File: config.mk
export PLATFORM = sky130hd
export DESIGN_NAME = round_sequencer
export DESIGN_NICKNAME = d
export VERILOG_FILES = /design/src/rtl/blackjack_pkg.sv /design/src/rtl/card_fetch.sv /design/src/rtl/round_sequencer.sv
export SDC_FILE = /design/constraint.sdc
export NUM_CORES = 1
export LEC_CHECK = 0
export ABC_CLOCK_PERIOD_IN_PS = 2700
export BUFFER_PORTS_ARGS = -buffer_cell sky130_fd_sc_hd__buf_2
export CORE_MARGIN = 2
export CORE_UTILIZATION = 25
export CTS_CLUSTER_DIAMETER = 120
export DETAILED_ROUTE_END_ITERATION = 8
export GPL_TIMING_DRIVEN = 1
export PLACE_DENSITY_LB_ADDON = 0.3
export SLEW_MARGIN = 40
export SYNTH_ARGS = -nofsm -noshare
export SYNTH_HDL_FRONTEND = slang
export SYNTH_HIERARCHICAL = 1
export SYNTH_SLANG_ARGS = --single-unit
File: constraint.sdc
create_clock -name i_clk -period 2.7 [get_ports i_clk]
set_input_delay 0.405 -clock i_clk [delete_from_list [all_inputs] [get_ports i_clk]]
set_output_delay 0.405 -clock i_clk [all_outputs]
set_load 0.02 [all_outputs]
File: src/rtl/blackjack_pkg.sv
// Purpose: shared types and constants for the blackjack round logic.
// Latency: n/a (types, constants and a pure combinational helper).
// Backpressure: n/a.
//
// Contents:
//   card_t   - 5-bit card value, 1..11 (ace counted as 11 by the card source)
//   hand_t   - 6-bit hand sum, unsigned, max 55
//   result_t - round outcome encoding, NONE=00 PLAYER=01 DEALER=10 PUSH=11
//   state_t  - round sequencer FSM states
//   settleHands() - outcome from the two final sums (bust rules, then compare)
package blackjack_pkg;

    typedef logic [4:0] card_t;
    typedef logic [5:0] hand_t;

    typedef enum logic [1:0] {
        RES_NONE   = 2'b00,
        RES_PLAYER = 2'b01,
        RES_DEALER = 2'b10,
        RES_PUSH   = 2'b11
    } result_t;

    typedef enum logic [3:0] {
        ST_IDLE        = 4'd0,
        ST_CLEAR       = 4'd1,
        ST_DEAL        = 4'd2,
        ST_PLAYER_TURN = 4'd3,
        ST_PLAYER_DRAW = 4'd4,
        ST_DEALER_TURN = 4'd5,
        ST_DEALER_DRAW = 4'd6,
        ST_SETTLE      = 4'd7,
        ST_DONE        = 4'd8
    } state_t;

    localparam int BJ_LIMIT             = 21;
    localparam int DEFAULT_DEALER_STAND = 17;

    // Player bust is checked first so a busted player loses even if the
    // dealer's sum is also over the limit.
    function automatic result_t settleHands(input hand_t playerSum, input hand_t dealerSum);
        result_t res;
        if (playerSum > hand_t'(BJ_LIMIT))
            res = RES_DEALER;
        else if (dealerSum > hand_t'(BJ_LIMIT))
            res = RES_PLAYER;
        else if (playerSum > dealerSum)
            res = RES_PLAYER;
        else if (playerSum < dealerSum)
            res = RES_DEALER;
        else
            res = RES_PUSH;
        return res;
    endfunction

endpackage

File: src/rtl/card_fetch.sv
// Purpose: one card draw - request a card, latch it, strobe it into the selected hand, let sums settle.
// Latency: 3 cycles from the first request cycle with a card ready (FETCH, ADD, WAIT); o_done high in WAIT.
// Backpressure: o_card_req is held in FETCH until i_card_valid; nothing downstream can stall.
//
// Ports:
//   i_clk, i_reset_n          - clock, synchronous active-low reset
//   i_start, i_toDealer       - begin a draw next cycle; target hand (0 player, 1 dealer)
//   o_done                    - high for the WAIT cycle; hand sums are valid then
//   o_card_req, i_card_valid  - card source handshake, transfer when both high
//   i_card, o_new_card        - incoming card and its latched copy for the hands
//   o_player_add, o_dealer_add- one-cycle add strobes, never together
module card_fetch
    import blackjack_pkg::*;
(
    input  logic  i_clk,
    input  logic  i_reset_n,
    input  logic  i_start,
    input  logic  i_toDealer,
    output logic  o_done,
    output logic  o_card_req,
    input  logic  i_card_valid,
    input  card_t i_card,
    output card_t o_new_card,
    output logic  o_player_add,
    output logic  o_dealer_add
);

    localparam logic [1:0] PH_IDLE  = 2'd0;
    localparam logic [1:0] PH_FETCH = 2'd1;
    localparam logic [1:0] PH_ADD   = 2'd2;
    localparam logic [1:0] PH_WAIT  = 2'd3;

    logic [1:0] phase;
    logic       toDealer;

    // The request flop is set on the start edge so it is already high in the
    // first FETCH cycle, and cleared on the transfer edge.
    always_ff @(posedge i_clk) begin
        if (!i_reset_n) begin
            phase        <= PH_IDLE;
            toDealer     <= 1'b0;
            o_card_req   <= 1'b0;
            o_new_card   <= '0;
            o_player_add <= 1'b0;
            o_dealer_add <= 1'b0;
        end else begin
            o_player_add <= 1'b0;
            o_dealer_add <= 1'b0;
            case (phase)
                PH_IDLE, PH_WAIT: begin
                    // A start seen during WAIT chains the next draw with no gap.
                    if (i_start) begin
                        phase      <= PH_FETCH;
                        toDealer   <= i_toDealer;
                        o_card_req <= 1'b1;
                    end else begin
                        phase <= PH_IDLE;
                    end
                end
                PH_FETCH: begin
                    if (i_card_valid) begin
                        phase        <= PH_ADD;
                        o_new_card   <= i_card;
                        o_card_req   <= 1'b0;
                        o_player_add <= ~toDealer;
                        o_dealer_add <= toDealer;
                    end
                end
                default: begin
                    phase <= PH_WAIT;
                end
            endcase
        end
    end

    assign o_done = (phase == PH_WAIT);

endmodule

File: src/rtl/round_sequencer.sv
// Purpose: sequences one blackjack round: deal four cards, player turn, dealer play, settle.
// Latency: deal to first card request 2 cycles; each draw 3 cycles with the card source always ready.
// Backpressure: waits indefinitely on i_card_valid; i_deal ignored while busy, hit/stand only in player turn.
//
// Ports:
//   i_clk, i_reset_n                 - clock, synchronous active-low reset
//   i_deal, i_hit, i_stand           - user request pulses
//   o_card_req, i_card_valid, i_card - card source handshake
//   o_new_card, o_player_add, o_dealer_add, o_hands_reset - to the two hand accumulators
//   i_player_sum/count, i_dealer_sum/count - from the two hand accumulators
//   o_dealer_hidden, o_result, o_result_valid, o_busy     - to display logic
//
// Build option: FIVE_CARD_CHARLIE_EN - a player holding MAX_CARDS cards without
// busting wins outright and the dealer does not play. Undefined, a full hand
// simply ends the player's turn.
module round_sequencer
    import blackjack_pkg::*;
#(
    parameter int DEALER_STAND = DEFAULT_DEALER_STAND,
    parameter int MAX_CARDS    = 5
) (
    input  logic    i_clk,
    input  logic    i_reset_n,
    input  logic    i_deal,
    input  logic    i_hit,
    input  logic    i_stand,
    output logic    o_card_req,
    input  logic    i_card_valid,
    input  card_t   i_card,
    output card_t   o_new_card,
    output logic    o_player_add,
    output logic    o_dealer_add,
    output logic    o_hands_reset,
    input  hand_t   i_player_sum,
    input  hand_t   i_dealer_sum,
    input  logic [2:0] i_player_count,
    input  logic [2:0] i_dealer_count,
    output logic    o_dealer_hidden,
    output result_t o_result,
    output logic    o_result_valid,
    output logic    o_busy
);

    state_t     state;
    logic [1:0] dealIdx;

    logic fetchStart;
    logic fetchToDealer;
    logic fetchDone;

    logic    playerHas21;
    logic    playerBust;
    logic    playerFull;
    logic    dealerMustDraw;
    result_t settleResult;

    assign playerHas21    = (i_player_sum == hand_t'(BJ_LIMIT));
    assign playerBust     = (i_player_sum >  hand_t'(BJ_LIMIT));
    assign playerFull     = (i_player_count == 3'(MAX_CARDS));
    assign dealerMustDraw = (i_dealer_sum < hand_t'(DEALER_STAND)) &&
                            (i_dealer_count < 3'(MAX_CARDS));

    always_comb begin
        settleResult = settleHands(i_player_sum, i_dealer_sum);
`ifdef FIVE_CARD_CHARLIE_EN
        // Only reachable with a full hand via the charlie exit from PLAYER_DRAW.
        if (!playerBust && playerFull)
            settleResult = RES_PLAYER;
`endif
    end

    // Draw starts are issued on the same cycle the FSM decides to move into
    // a draw state, so the fetcher's registered request lines up with it.
    always_comb begin
        fetchStart    = 1'b0;
        fetchToDealer = 1'b0;
        case (state)
            ST_CLEAR: begin
                fetchStart = 1'b1;
            end
            ST_DEAL: begin
                // Deal order P,D,P,D: the next card goes to the dealer when
                // the card just finished was an even (player) index.
                if (fetchDone && (dealIdx != 2'd3)) begin
                    fetchStart    = 1'b1;
                    fetchToDealer = ~dealIdx[0];
                end
            end
            ST_PLAYER_TURN: begin
                if (i_hit && !i_stand && !playerHas21)
                    fetchStart = 1'b1;
            end
            ST_DEALER_TURN: begin
                if (dealerMustDraw) begin
                    fetchStart    = 1'b1;
                    fetchToDealer = 1'b1;
                end
            end
            default: begin
            end
        endcase
    end

    always_ff @(posedge i_clk) begin
        if (!i_reset_n) begin
            state           <= ST_IDLE;
            dealIdx         <= 2'd0;
            o_hands_reset   <= 1'b0;
            o_dealer_hidden <= 1'b0;
            o_result        <= RES_NONE;
            o_result_valid  <= 1'b0;
        end else begin
            o_hands_reset <= 1'b0;
            case (state)
                ST_IDLE, ST_DONE: begin
                    if (i_deal) begin
                        state           <= ST_CLEAR;
                        o_hands_reset   <= 1'b1;
                        o_dealer_hidden <= 1'b1;
                        o_result        <= RES_NONE;
                        o_result_valid  <= 1'b0;
                        dealIdx         <= 2'd0;
                    end
                end
                ST_CLEAR: begin
                    state <= ST_DEAL;
                end
                ST_DEAL: begin
                    if (fetchDone) begin
                        if (dealIdx == 2'd3)
                            state <= ST_PLAYER_TURN;
                        else
                            dealIdx <= dealIdx + 2'd1;
                    end
                end
                ST_PLAYER_TURN: begin
                    // A natural 21 behaves as an immediate stand; stand beats hit.
                    if (i_stand || playerHas21)
                        state <= ST_DEALER_TURN;
                    else if (i_hit)
                        state <= ST_PLAYER_DRAW;
                end
                ST_PLAYER_DRAW: begin
                    if (fetchDone) begin
                        if (playerBust) begin
                            state <= ST_SETTLE;
`ifdef FIVE_CARD_CHARLIE_EN
                        end else if (playerFull) begin
                            state           <= ST_SETTLE;
                            o_dealer_hidden <= 1'b0;
`endif
                        end else if (playerHas21 || playerFull) begin
                            state <= ST_DEALER_TURN;
                        end else begin
                            state <= ST_PLAYER_TURN;
                        end
                    end
                end
                ST_DEALER_TURN: begin
                    o_dealer_hidden <= 1'b0;
                    if (dealerMustDraw)
                        state <= ST_DEALER_DRAW;
                    else
                        state <= ST_SETTLE;
                end
                ST_DEALER_DRAW: begin
                    if (fetchDone)
                        state <= ST_DEALER_TURN;
                end
                ST_SETTLE: begin
                    o_result       <= settleResult;
                    o_result_valid <= 1'b1;
                    state          <= ST_DONE;
                end
                default: begin
                    state <= ST_IDLE;
                end
            endcase
        end
    end

    assign o_busy = (state != ST_IDLE) && (state != ST_DONE);

    card_fetch u_cardFetch (
        .i_clk        (i_clk),
        .i_reset_n    (i_reset_n),
        .i_start      (fetchStart),
        .i_toDealer   (fetchToDealer),
        .o_done       (fetchDone),
        .o_card_req   (o_card_req),
        .i_card_valid (i_card_valid),
        .i_card       (i_card),
        .o_new_card   (o_new_card),
        .o_player_add (o_player_add),
        .o_dealer_add (o_dealer_add)
    );

endmodule

# After elaboration in Yosys (flattened, before gate mapping)
# Index checks and enable logic that the tools add are counted.
[totals]
register_bits = 22
out_inout_bits = 14
wordCells = 109
input_bits = 29
[op_classes]
n_mux = 37
n_reduce_logical = 27
order_cmp = 6
n_addsub = 1
n_eq_ne = 24
bitwise = 2
[op_table]
columns = ["cell", "n"]
rows = [
  ["case mux 4 bit (8 select lines)", 1],
  ["2-to-1 mux 4 bit", 7],
  ["inequality test 2 bit (second input constant)", 9],
  ["equality test 4 x 3 -> 1 bit (second input constant)", 4],
  ["2-to-1 mux 2 bit", 7],
  ["> comparator 6 x 5 -> 1 bit (second input constant)", 2],
  ["2-to-1 mux 1 bit", 12],
  ["case mux 2 bit (2 select lines)", 3],
  ["AND reduction 2 bit", 5],
  ["equality test 4 x 2 -> 1 bit (second input constant)", 2],
  ["case mux 1 bit (2 select lines)", 4],
  ["nonzero test 2 bit", 4],
  ["equality test 6 x 5 -> 1 bit (second input constant)", 1],
  ["> comparator 6 bit", 1],
  ["less-than comparator 6 x 5 -> 1 bit (second input constant)", 1],
  ["less-than comparator 6 bit", 1],
  ["2-to-1 mux 3 bit", 2],
  ["AND reduction 3 bit", 2],
  ["AND reduction 6 bit", 1],
  ["logical AND 1 bit", 5],
  ["equality test 2 bit (second input constant)", 2],
  ["equality test 4 x 1 -> 1 bit (second input constant)", 1],
  ["equality test 4 bit (second input constant)", 1],
  ["logical NOT 4 bit", 1],
  ["14 further kinds", 18],
]

# Depth between registers and ports, before layout
# Gate-level depths: netlist of the first run.
[logic_depth]
ltp_word = 7
ltp_mapped = 8
ltp_nobuf = 7

# Modules after synthesis
# Netlist of the first run, hierarchy kept.
[modules_own_cells]
columns = ["module", "cells_per_inst", "instances", "area_each_um2", "seq_area_each_um2"]
rows = [
  ["round_sequencer", 122, 1, 982.2, 220.2],
  ["card_fetch", 55, 1, 490.5, 220.2],
]

# Worst setup path after synthesis of the first run
# Ideal clock, no wire load.
[synth_timing]
kind = "input port to flip-flop"
startpoint = "input i_dealer_sum[3]"
endpoint = "register u_cardFetch.o_card_req"
required_ns = 2.583
arrival_ns = 1.753
n_path_buf = 0
path_slack_ns = 0.829
cell_stages = 7
setup_time_ns = 0.117
path_cell_list = "o41ai_1 -> nand3_1 -> or3_1 -> nand3_1 -> mux2_4 -> nand2_1 -> a32o_1"
[synth_via]
elab_chain_cells = 6
[synth_lines]
columns = ["element", "line_no", "text"]
rows = [
  ["start, declared", "round_sequencer.sv:35", "input hand_t i_dealer_sum,"],
  ["less-than comparator 6 x 5 -> 1 bit", "round_sequencer.sv:60", "assign dealerMustDraw = (i_dealer_sum < hand_t'(DEALER_STAND)) &&"],
  ["logical AND 1 bit", "round_sequencer.sv:60", ""],
  ["2-to-1 mux 1 bit", "round_sequencer.sv:94", "if (dealerMustDraw) begin"],
  ["case mux 1 bit (4 select lines)", "round_sequencer.sv:77", "case (state)"],
  ["via fetchStart", "round_sequencer.sv:47", "logic fetchStart;"],
  ["inequality test 2 bit (no source line)", "n/a", ""],
  ["AND reduction 3 bit (no source line)", "n/a", ""],
  ["end signal, assigned", "card_fetch.sv:42", "o_card_req <= 1'b0;"],
  ["end signal, assigned", "card_fetch.sv:55", "o_card_req <= 1'b1;"],
  ["end signal, assigned", "card_fetch.sv:64", "o_card_req <= 1'b0;"],
  ["end, declared", "card_fetch.sv:20", "output logic o_card_req,"],
]
# The timed path passes the listed nets, and every way through them passes these cells.
# A chain may end at the register's enable or synchronous reset.

# Final worst setup path of the first run
[layout_timing]
startpoint = "register state[1]"
endpoint = "register u_cardFetch.o_card_req"
[layout_via]
elab_chain_cells = 4
elab_cells_between_ends = 7
classes_between = "eq/ne: 5; mux: 1; reduce/logical: 1"
[layout_lines]
columns = ["element", "line_no", "text"]
rows = [
  ["start, declared", "round_sequencer.sv:44", "state_t state;"],
  ["start signal, assigned", "round_sequencer.sv:106", "state <= ST_IDLE;"],
  ["start signal, assigned", "round_sequencer.sv:117", "state <= ST_CLEAR;"],
  ["start signal, assigned", "round_sequencer.sv:126", "state <= ST_DEAL;"],
  ["equality test 4 x 3 -> 1 bit (tied with other cells)", "round_sequencer.sv:77", ""],
  ["case mux 1 bit (4 select lines) (*)", "round_sequencer.sv:77", ""],
  ["via fetchStart", "round_sequencer.sv:47", ""],
  ["inequality test 2 bit (no source line) (*)", "n/a", ""],
  ["AND reduction 3 bit (no source line) (*)", "n/a", ""],
]
# The timed path passes the listed nets; every way through them passes the cells marked *.

==> metrics, run 1 <==
outcome finished clean; Post-CTS Resized 0; Slew Viols, Final 0; Synth Warn # 6; worst reg2reg setup slack 690 ps; main combinational cell family by area after synthesis simple AND/OR/NAND/NOR gates; worst hold slack 390.3 ps; Synth Flop Type dfxtp_1; Sequential Power Share 0.345; number of fill cells 632; final setup vio count 0; synthesized area 0.001473 mm²; CTS tree yes; Post-DP HPWL 2.644 mm; RSZ-0062 raised after global routing no; hold_buf cts 0; Clock Latency Late Sink 270 ps; Worst slew margin 0.6557; mux contribution to synthesized area 0.01020; drt wl/cell 11.78 µm; die height 80.75 µm; peak supply drop 0.3439 mV; Detail Route Antenna Nets 0; Hold Crit Class primary input to flop; clock buffer depth 2; r2r endpoint u_cardFetch/o_card_req$_SDFFE_PN0P_; drt initial violations 94; switch share 0.3850; Routability Congestion 0.8353; CP required 2860 ps; Layout area overhead 21.84%; vias in the first global route 1240; Layout Skew 4.596 ps; Critical Path Sink u_cardFetch/o_card_req$_SDFFE_PN0P_; number of diodes 0; Simple-Gate Fraction of Synth Area 0.2804; # port buffers 42; arrival time at the worst endpoint 2180 ps; min Tclk post-route 2013 ps; crit-path leading delay family flip-flops; adder and majority gate portion of the synthesized area 0.08496; Clock transition at path regs 90 ps; startpoint types flop; number of distinct library cells after synthesis 50; gr usage total 0.1089; Power Dens Cells 727.3 mW/mm²; Layout Nets 256; 1st-pass router iterations 4; Post-CTS Setup Repair Bufs 0; final worst setup slack 686.8 ps; Synth Area in Compound Gates 0.2421; asr flop ratio synth 0; CTS Sinks 22; Clock Power Share 0.242; CTS root buf clkbuf_8; post-synthesis xor/xnor area fraction 0.005947; Std-Cell Rows 27; crit-path cells inv_1, nor4b_1, o21ai_0, nand3_1, mux2_4, nand2_1, a32o_1; Tightest Pin Transition 515.8 ps; fraction of layout cells with a size suffix above 1 0.2639; maxcap violations 0; first-pass GRT wire length 5.678 mm; Ports 43; Final Util 0.3199; Final Hold Vio Count 0; total grt overflow 0; Critical Path Source state[1]$_SDFFE_PN0P_; pre-CTS worst setup slack 476.0 ps; leakage power total 0.0007947 µW; CP Capture Type flop; average size of a mapped cell 8.320 µm²; via count 1336; TNS Setup 0 ps; CP max stage delay 650 ps; largest net degree at the start of global routing 21; maximum clock frequency 496.7 MHz; Vias per Instance 4.639; Area contributors post-synth dfxtp_1, ha_1, nand2_1; Initial Util 0.2626; Slowest cell on crit path dfxtp_1; critical path class flop to flop; Die X 80.75 µm; post-synth top area share 0.2991; Post-synth EDFFs 0; r2r startpoint state[1]$_SDFFE_PN0P_; Routed WL 3.392 mm; Max Fanout on Critical Path 14; DIE AREA 0.006521 mm²; total CTS buffers 3; residual DRC count 0; Psw 502.5 µW; H-tree depth 1; core area 0.005608 mm²; FF+latch count, synth 22; Worst R2R Path Depth 7; Synth area leader dfxtp_1; initial antenna violation count 0; cell-internal power 802.6 µW; Syn Nets 216; worst path bufs/invs 1; Tcrit/Tclk final 0.7456; post-synthesis cell count 177; fraction of the yosys area taken by sequential cells 0.2991; WP depth 7; Gate power share 0.413
per-layer routing:
layer	global-route usage	routed length (µm)	share of wire
met2	0.1667	1445	0.43
met4	0.03051	34	0.010
met5	0	0	0
met3	0.02444	108	0.032
met1	0.1538	1804	0.53
area by class of cell:
class | count | area (µm²) | area share
clock inverters | 1 | 30.03 | 0.01674
inverters | 17 | 63.81 | 0.03556
repair buffers | 42 | 210.2 | 0.1172
clock buffers | 3 | 41.29 | 0.02301
multi-input cells | 131 | 918.4 | 0.5119
well taps | 72 | 90.09 | 0.05021
flip-flops and latches | 22 | 440.4 | 0.2455
state kept, by name, summed over array words and instances, names as in the netlist:
signal	flops
dealIdx	2
o_dealer_hidden	1
o_hands_reset	1
o_result	2
o_result_valid	1
state	4
u_cardFetch/o_card_req	1
u_cardFetch/o_dealer_add	1
u_cardFetch/o_new_card	5
u_cardFetch/o_player_add	1
u_cardFetch/phase	2
u_cardFetch/toDealer	1
power by group through the flow:
stage	Sequential [µW]	Clock [µW]	Combinational [µW]
floorplan	443	0	432
global placement	458	0	535
detailed placement	457	0	541
CTS	450	322	542
global route	461	336	611
finish	451	315	539
per-stage QoR:
stage	instance area [µm²]	power (µW)	std cells
floorplan	1473	874.9	177
global placement	1723	993.3	284
detailed placement	1723	998.3	284
CTS	1794	1315	288
global route	1794	1408	288
finish	1794	1305	288
synthesized netlist by cell type (2+ instances only):
cell	instances
nand2_1	19
nor2b_1	5
nand3_1	12
nor3b_2	2
a211oi_1	2
ha_1	10
dfxtp_1	22
o21ai_1	4
o41ai_1	2
a21oi_1	10
nor3_1	3
clkbuf_1	2
a311oi_1	2
o21a_1	3
nand2b_1	2
o21ai_0	6
a21o_1	2
nor2_1	11
a21boi_0	6
a2bb2oi_1	2
inv_1	17
buf_2	2
nor2_2	2
and2_1	3
worst min-delay path: cells and delay by family:
kind / cells / cell delay [ps]
buffers and inverters: 1 / 90
AO/OA/AOI/OAI: 1 / 60
AND/OR/NAND/NOR: 1 / 50
cell families (layout without fill, tap and decap cells):
group	after synthesis	in the layout
xor gates and xnor gates	1	1
adders and majority gates	10	10
DFF	22	22
buffers and inverters	24	63
AOI/OAI and AO/OA	48	48
and+or+nand+nor	71	71
muxes	1	1
cells in the final DEF, fill, tap and decap left out, drive strengths merged, types with 2 or more instances in the layout:
cell type | Yosys | layout
o41ai | 2 | 2
a2bb2oi | 2 | 2
nand3 | 12 | 12
a21oi | 10 | 10
nor2b | 5 | 5
nor2 | 13 | 13
a21o | 2 | 2
o21a | 3 | 3
nor3b | 3 | 3
a211oi | 2 | 2
ha | 10 | 10
a311oi | 2 | 2
dfxtp | 22 | 22
nand2 | 19 | 19
o21ai | 10 | 10
buf | 4 | 42
nor3 | 4 | 4
inv | 17 | 17
a21boi | 6 | 6
clkbuf | 3 | 3
and2 | 3 | 3
nand2b | 2 | 2
how the worst min path moves through the flow:
stage / start / end / cells past startpoint
after global routing: i_card[2] / u_cardFetch/o_new_card[2]$_SDFFE_PN0P_ / 3
after CTS: i_card[1] / u_cardFetch/o_new_card[1]$_SDFFE_PN0P_ / 3
after global placement: u_cardFetch/toDealer$_SDFFE_PN0P_ / u_cardFetch/o_player_add$_SDFF_PN0_ / 1
after detailed placement: u_cardFetch/toDealer$_SDFFE_PN0P_ / u_cardFetch/o_player_add$_SDFF_PN0_ / 1
after floorplan: u_cardFetch/toDealer$_SDFFE_PN0P_ / u_cardFetch/o_player_add$_SDFF_PN0_ / 1
final: i_card[1] / u_cardFetch/o_new_card[1]$_SDFFE_PN0P_ / 3
(Power assumes the default switching activity.)
==> inputs of run 2 (changes only) <==
--- a/config.mk
+++ b/config.mk
@@ -5,7 +5,7 @@
 export SDC_FILE = /design/constraint.sdc
 export NUM_CORES = 1
 export LEC_CHECK = 0
-export ABC_CLOCK_PERIOD_IN_PS = 2700
+export ABC_CLOCK_PERIOD_IN_PS = 2000
 export BUFFER_PORTS_ARGS = -buffer_cell sky130_fd_sc_hd__buf_2
 export CORE_MARGIN = 2
 export CORE_UTILIZATION = 25
==> constraint.sdc (replaced) <==
create_clock -name i_clk -period 2 [get_ports i_clk]
set_input_delay 0.3 -clock i_clk [delete_from_list [all_inputs] [get_ports i_clk]]
set_output_delay 0.3 -clock i_clk [all_outputs]
set_load 0.02 [all_outputs]
==> metrics, run 2 (synthesized netlist as in run 1, its figures left out) <==
Ports 43 (unchanged); most common cell after layout, fill and taps aside buf_2 (unchanged); number of diodes 0 (unchanged); leakage power total 0.0008237 µW (was 0.0007947 µW); Tightest Pin Transition 396.2 ps (was 515.8 ps); # port buffers 42 (unchanged); Slew Viols, Final 0 (unchanged); Worst slew margin 0.7324 (was 0.6557); 1st-pass router iterations 4 (unchanged); hold_sp i_card[1] (unchanged); TNS Setup 0 ps (unchanged); Clock transition at path regs 80 ps (was 90 ps); Clock Latency Late Sink 260 ps (was 270 ps); CTS tree yes (unchanged); DIE AREA 0.006521 mm² (unchanged); Routability Congestion 0.7910 (was 0.8353); clock buffer depth 2 (unchanged); Post-CTS Resized 0 (unchanged); most frequent cells in the layout buf_2, dfxtp_1, nand2_1 (unchanged); WHS Endpoint u_cardFetch/o_new_card[1]$_SDFFE_PN0P_ (unchanged); Final Util 0.3264 (was 0.3199); Std-Cell Rows 27 (unchanged); Layout area overhead 24.30% (was 21.84%); gr usage total 0.1218 (was 0.1089); Hold Path Depth 3 (unchanged); Final Hold Vio Count 0 (unchanged); via count 1376 (was 1336); pre-CTS worst setup slack -40.32 ps (was 476.0 ps); total CTS buffers 3 (unchanged); initial antenna violation count 0 (unchanged); CP Capture Type flop (unchanged); Sequential cell area 440.4 µm² (unchanged); Routed WL 3.500 mm (was 3.392 mm); final worst setup slack 226.1 ps (was 686.8 ps); Largest register FFs 5 (unchanged); largest net degree at the start of global routing 21 (unchanged); min Tclk post-route 1774 ps; Post-CTS Setup Repair Bufs 0 (unchanged); drt wl/cell 11.86 µm (was 11.78 µm); residual DRC count 0 (unchanged); Hold Crit Class primary input to flop (unchanged); peak supply drop 0.3623 mV (was 0.3439 mV); Power Dens Cells 940.6 mW/mm² (was 727.3 mW/mm²); final setup vio count 0 (unchanged); critical path class primary input to flop (was flop to flop); Worst R2R Path Depth 6 (was 7); Layout Skew 4.047 ps (was 4.596 ps); Max Fanout on Critical Path 2 (was 14); core area 0.005608 mm² (unchanged); CTS root buf clkbuf_8 (unchanged); drt initial violations 91 (was 94); first-pass GRT wire length 6.354 mm (was 5.678 mm); fraction of layout cells with a size suffix above 1 0.2870 (was 0.2639); Post-DP HPWL 2.752 mm (was 2.644 mm); r2r endpoint u_cardFetch/o_card_req$_SDFFE_PN0P_ (unchanged); vias in the first global route 1369 (was 1240); Initial Util 0.2626 (unchanged); Die X 80.75 µm (unchanged); area of the multi-input gates 918.4 µm² (unchanged); startpoint types primary input (was flop); total grt overflow 0 (unchanged); RSZ-0062 raised after global routing no (unchanged); number of fill cells 636 (was 632); worst reg2reg setup slack 270 ps (was 690 ps); most flop-heavy register u_cardFetch/o_new_card (unchanged); Tcrit/Tclk final 0.8870; CTS Sinks 22 (unchanged); top flop regs u_cardFetch/o_new_card x5, state x4 (unchanged); Vias per Instance 4.664 (was 4.639); maxcap violations 0 (unchanged); r2r startpoint state[2]$_SDFFE_PN0P_ (was state[1]$_SDFFE_PN0P_); die height 80.75 µm (unchanged); arrival time at the worst endpoint 1930 ps (was 2180 ps); outcome finished clean (unchanged); Layout Nets 263 (was 256); CP required 2150 ps (was 2860 ps); hold_buf cts 0 (unchanged); maximum clock frequency 563.7 MHz; H-tree depth 1 (unchanged); Detail Route Antenna Nets 0 (unchanged)
run 2: cell count changes in the layout (fill, tap and decap cells not counted):
cell,change
clkbuf_8,+1
buf_4,+7
bufinv_16,-1
run 2: worst max-delay path by stage:
| stage | start | end | slack [ps] | cells past startpoint |
|---|---|---|---|---|
| final | i_dealer_sum[3] | u_cardFetch/o_card_req$_SDFFE_PN0P_ | 230 | 8 |
| after CTS | i_dealer_sum[3] | u_cardFetch/o_card_req$_SDFFE_PN0P_ | 230 | 8 |
| after global routing | state[1]$_SDFFE_PN0P_ | u_cardFetch/o_card_req$_SDFFE_PN0P_ | 60 | 7 |
| after floorplan | i_dealer_sum[3] | u_cardFetch/o_card_req$_SDFFE_PN0P_ | 230 | 7 |
| after global placement | i_dealer_sum[3] | u_cardFetch/o_card_req$_SDFFE_PN0P_ | 10 | 8 |
| after detailed placement | i_dealer_sum[3] | u_cardFetch/o_card_req$_SDFFE_PN0P_ | -40 | 8 |
run 2: cell type report:
class / instances / share of cell area
multi-input combinational: 131 / 0.5017
inverter: 17 / 0.03486
sequential: 22 / 0.2406
timing repair buffer: 49 / 0.1435
tap: 72 / 0.04921
clock buffer: 4 / 0.03008
run 2: routing by layer:
layer,global-route usage,part of all wire,vias up
met5,0,0,-
met4,0.02712,0.0097,0
met3,0.02556,0.035,2
met2,0.1908,0.44,27
met1,0.1723,0.52,627
li1,-,-,720
run 2: stage by stage:
| stage | cells | hold WS, ps | area (µm²) | total power, µW |
|---|---|---|---|---|
| floorplan | 177 | 412.7 | 1473 | 1181 |
| global placement | 291 | 436.9 | 1775 | 1416 |
| detailed placement | 291 | 431.9 | 1775 | 1414 |
| CTS | 295 | 287.8 | 1831 | 1737 |
| global route | 295 | 306.6 | 1831 | 1890 |
| finish | 295 | 295.4 | 1831 | 1722 |
run 2: power by group:
group / total (µW) / switching, µW / internal, µW
logic: 835 / 471 / 363
registers: 575 / 69.9 / 505
clock network: 312 / 137 / 175
run 2: worst max-delay path, stage by stage:
cell	delay [ps]
buf_2	100
o41ai_1	400
nand3_1	200
or3_1	370
nand3_1	110
mux2_4	160
nand2_1	50
a32o_1	250
==> inputs of run 3 (changes only) <==
--- a/config.mk
+++ b/config.mk
@@ -5,8 +5,10 @@
 export SDC_FILE = /design/constraint.sdc
 export NUM_CORES = 1
 export LEC_CHECK = 0
-export ABC_CLOCK_PERIOD_IN_PS = 2000
+export ABC_CLOCK_PERIOD_IN_PS = 1800
 export BUFFER_PORTS_ARGS = -buffer_cell sky130_fd_sc_hd__buf_2
+export CELL_PAD_IN_SITES_DETAIL_PLACEMENT = 0
+export CELL_PAD_IN_SITES_GLOBAL_PLACEMENT = 1
 export CORE_MARGIN = 2
 export CORE_UTILIZATION = 25
 export CTS_CLUSTER_DIAMETER = 120
==> constraint.sdc (replaced) <==
create_clock -name i_clk -period 1.8 [get_ports i_clk]
set_input_delay 0.27 -clock i_clk [delete_from_list [all_inputs] [get_ports i_clk]]
set_output_delay 0.27 -clock i_clk [all_outputs]
set_load 0.02 [all_outputs]
==> metrics, run 3 (synthesized netlist as in run 1, its figures left out) <==
startpoint types primary input (unchanged); CP required 1960 ps (was 2150 ps); Detail Route Antenna Nets 0 (unchanged); number of fill cells 627 (was 636); worst reg2reg setup slack 140 ps (was 270 ps); Worst R2R Path Depth 7 (was 6); number of diodes 0 (unchanged); Die X 80.75 µm (unchanged); outcome finished clean (unchanged); die height 80.75 µm (unchanged); first-pass GRT wire length 6.603 mm (was 6.354 mm); Layout area overhead 30.93% (was 24.30%); via count 1444 (was 1376); leakage power total 0.0008765 µW (was 0.0008237 µW); crit-path cells buf_2, o41ai_2, nand3_1, or3_1, nand3_1, mux2_4, nand2_1, a32o_1 (was buf_2, o41ai_1, nand3_1, or3_1, nand3_1, mux2_4, nand2_1, a32o_1); Vias per Instance 4.734 (was 4.664); residual DRC count 0 (unchanged); CP max stage delay 370 ps (was 400 ps); r2r startpoint state[0]$_SDFFE_PN0P_ (was state[2]$_SDFFE_PN0P_); initial antenna violation count 0 (unchanged); maximum clock frequency 580.9 MHz; drt wl/cell 12.49 µm (was 11.86 µm); Layout Nets 273 (was 263); Pwr Total 1982 µW (was 1722 µW); CTS Sinks 22 (unchanged); arrival time at the worst endpoint 1880 ps (was 1930 ps); WHS Endpoint u_cardFetch/o_new_card[0]$_SDFFE_PN0P_ (was u_cardFetch/o_new_card[1]$_SDFFE_PN0P_); Top cell by count, worst path nand3_1 (unchanged); H-tree depth 1 (unchanged); peak supply drop 0.3088 mV (was 0.3623 mV); vias in the first global route 1393 (was 1369); min Tclk post-route 1722 ps; gr usage total 0.1285 (was 0.1218); CTS tree yes (unchanged); Std-Cell Rows 27 (unchanged); Initial Util 0.2626 (unchanged); # port buffers 42 (unchanged); most common cell after layout, fill and taps aside buf_2 (unchanged); drt initial violations 92 (was 91); Slowest cell on crit path or3_1 (was o41ai_1); DIE AREA 0.006521 mm² (unchanged); Post-CTS Resized 0 (unchanged); TNS Setup 0 ps (unchanged); core area 0.005608 mm² (unchanged); Tcrit/Tclk final 0.9564; Hold Crit Class primary input to flop (unchanged); Ports 43 (unchanged); clock buffer depth 2 (unchanged); Largest register FFs 5 (unchanged); maxcap violations 0 (unchanged); Max Fanout on Critical Path 2 (unchanged); r2r endpoint u_cardFetch/o_card_req$_SDFFE_PN0P_ (unchanged); Hold Path Depth 3 (unchanged); largest net degree at the start of global routing 15 (was 21); total CTS buffers 3 (unchanged); Tightest Pin Transition 357.0 ps (was 396.2 ps); Clock Latency Late Sink 260 ps (about the same); total grt overflow 0 (unchanged); CP Capture Type flop (unchanged); fraction of layout cells with a size suffix above 1 0.3262 (was 0.2870); critical path class primary input to flop (unchanged); Slew Viols, Final 0 (unchanged); Power Dens Cells 1028 mW/mm² (was 940.6 mW/mm²); Worst slew margin 0.7589 (was 0.7324); final setup vio count 0 (unchanged); Clock transition at path regs 80 ps (about the same); Routability Congestion 0.7979 (was 0.7910); RSZ-0062 raised after global routing no (unchanged); hold_sp i_card[0] (was i_card[1]); top flop regs u_cardFetch/o_new_card x5, state x4 (unchanged); Post-CTS Setup Repair Bufs 0 (unchanged); Final Hold Vio Count 0 (unchanged); Layout Skew 3.271 ps (was 4.047 ps); CTS root buf clkbuf_8 (unchanged); most flop-heavy register u_cardFetch/o_new_card (unchanged); most frequent cells in the layout buf_2, dfxtp_1, nand2_1 (unchanged); Post-DP HPWL 3.010 mm (was 2.752 mm); hold_buf cts 0 (unchanged); Routed WL 3.809 mm (was 3.500 mm); 1st-pass router iterations 5 (was 4)
## run 3: changes by cell type in the layout (fill, tap and decap cells not counted)
cell | before | now
buf_4 | 7 | 17
nor4b_1 | 1 | 0
nor4b_4 | 0 | 1
o41ai_1 | 2 | 1
o41ai_2 | 0 | 1
## run 3: per-stage QoR
step / cell area, µm² / std cells / utilization / hold slack, ps / setup slack, ps
detailed placement: 1851 / 301 / 0.3300 / 447.3 / -236.7
CTS: 1906 / 305 / 0.3398 / 252.0 / 45.83
global placement: 1851 / 301 / 0.3300 / 449.9 / -155.5
global route: 1928 / 305 / 0.3438 / 256.7 / 5.701
floorplan: 1473 / 177 / - / 412.7 / 64.47
finish: 1928 / 305 / 0.3438 / 253.4 / 78.49
## run 3: report_power, final
part	switching [µW]	leakage, µW	total, µW	internal, µW
Clock	165	0.0000288	360	195
Sequential	64.6	0.000179	626	561
Combinational	554	0.000669	996	442
## run 3: how the worst max path moves through the flow
stage	from	end	slack, ps	cells past startpoint
2_1_floorplan	i_dealer_sum[3]	u_cardFetch/o_card_req$_SDFFE_PN0P_	60	7
3_3_place_gp	i_dealer_sum[3]	u_cardFetch/o_card_req$_SDFFE_PN0P_	-160	8
3_5_place_dp	i_dealer_sum[3]	u_cardFetch/o_card_req$_SDFFE_PN0P_	-240	8
4_1_cts	i_dealer_sum[3]	u_cardFetch/o_card_req$_SDFFE_PN0P_	50	8
5_1_grt	state[0]$_SDFFE_PN0P_	o_busy	6	4
6_report	i_dealer_sum[3]	u_cardFetch/o_card_req$_SDFFE_PN0P_	80	8
## run 3: per-layer routing
layer  wire (µm)  global-route usage
met1        1876              0.1831
met2        1689              0.1892
met3         188             0.03000
met4          55             0.04576
met5           0                   0
## run 3: layout make-up
class | count | area (µm²) | share of cell area
clock buffers | 4 | 55.05 | 0.02855
well taps | 72 | 90.09 | 0.04672
flip-flops and latches | 22 | 440.4 | 0.2284
repair buffers | 59 | 337.8 | 0.1752
multi-input cells | 131 | 940.9 | 0.4880
inverters | 17 | 63.81 | 0.03310
## run 3: worst max-delay path: cells and delay by family
| kind | cells | cell delay (ps) |
|---|---|---|
| buffers and inverters | 1 | 110 |
| muxes | 1 | 160 |
| and+or+nand+nor | 4 | 730 |
| AOI/OAI and AO/OA | 2 | 610 |
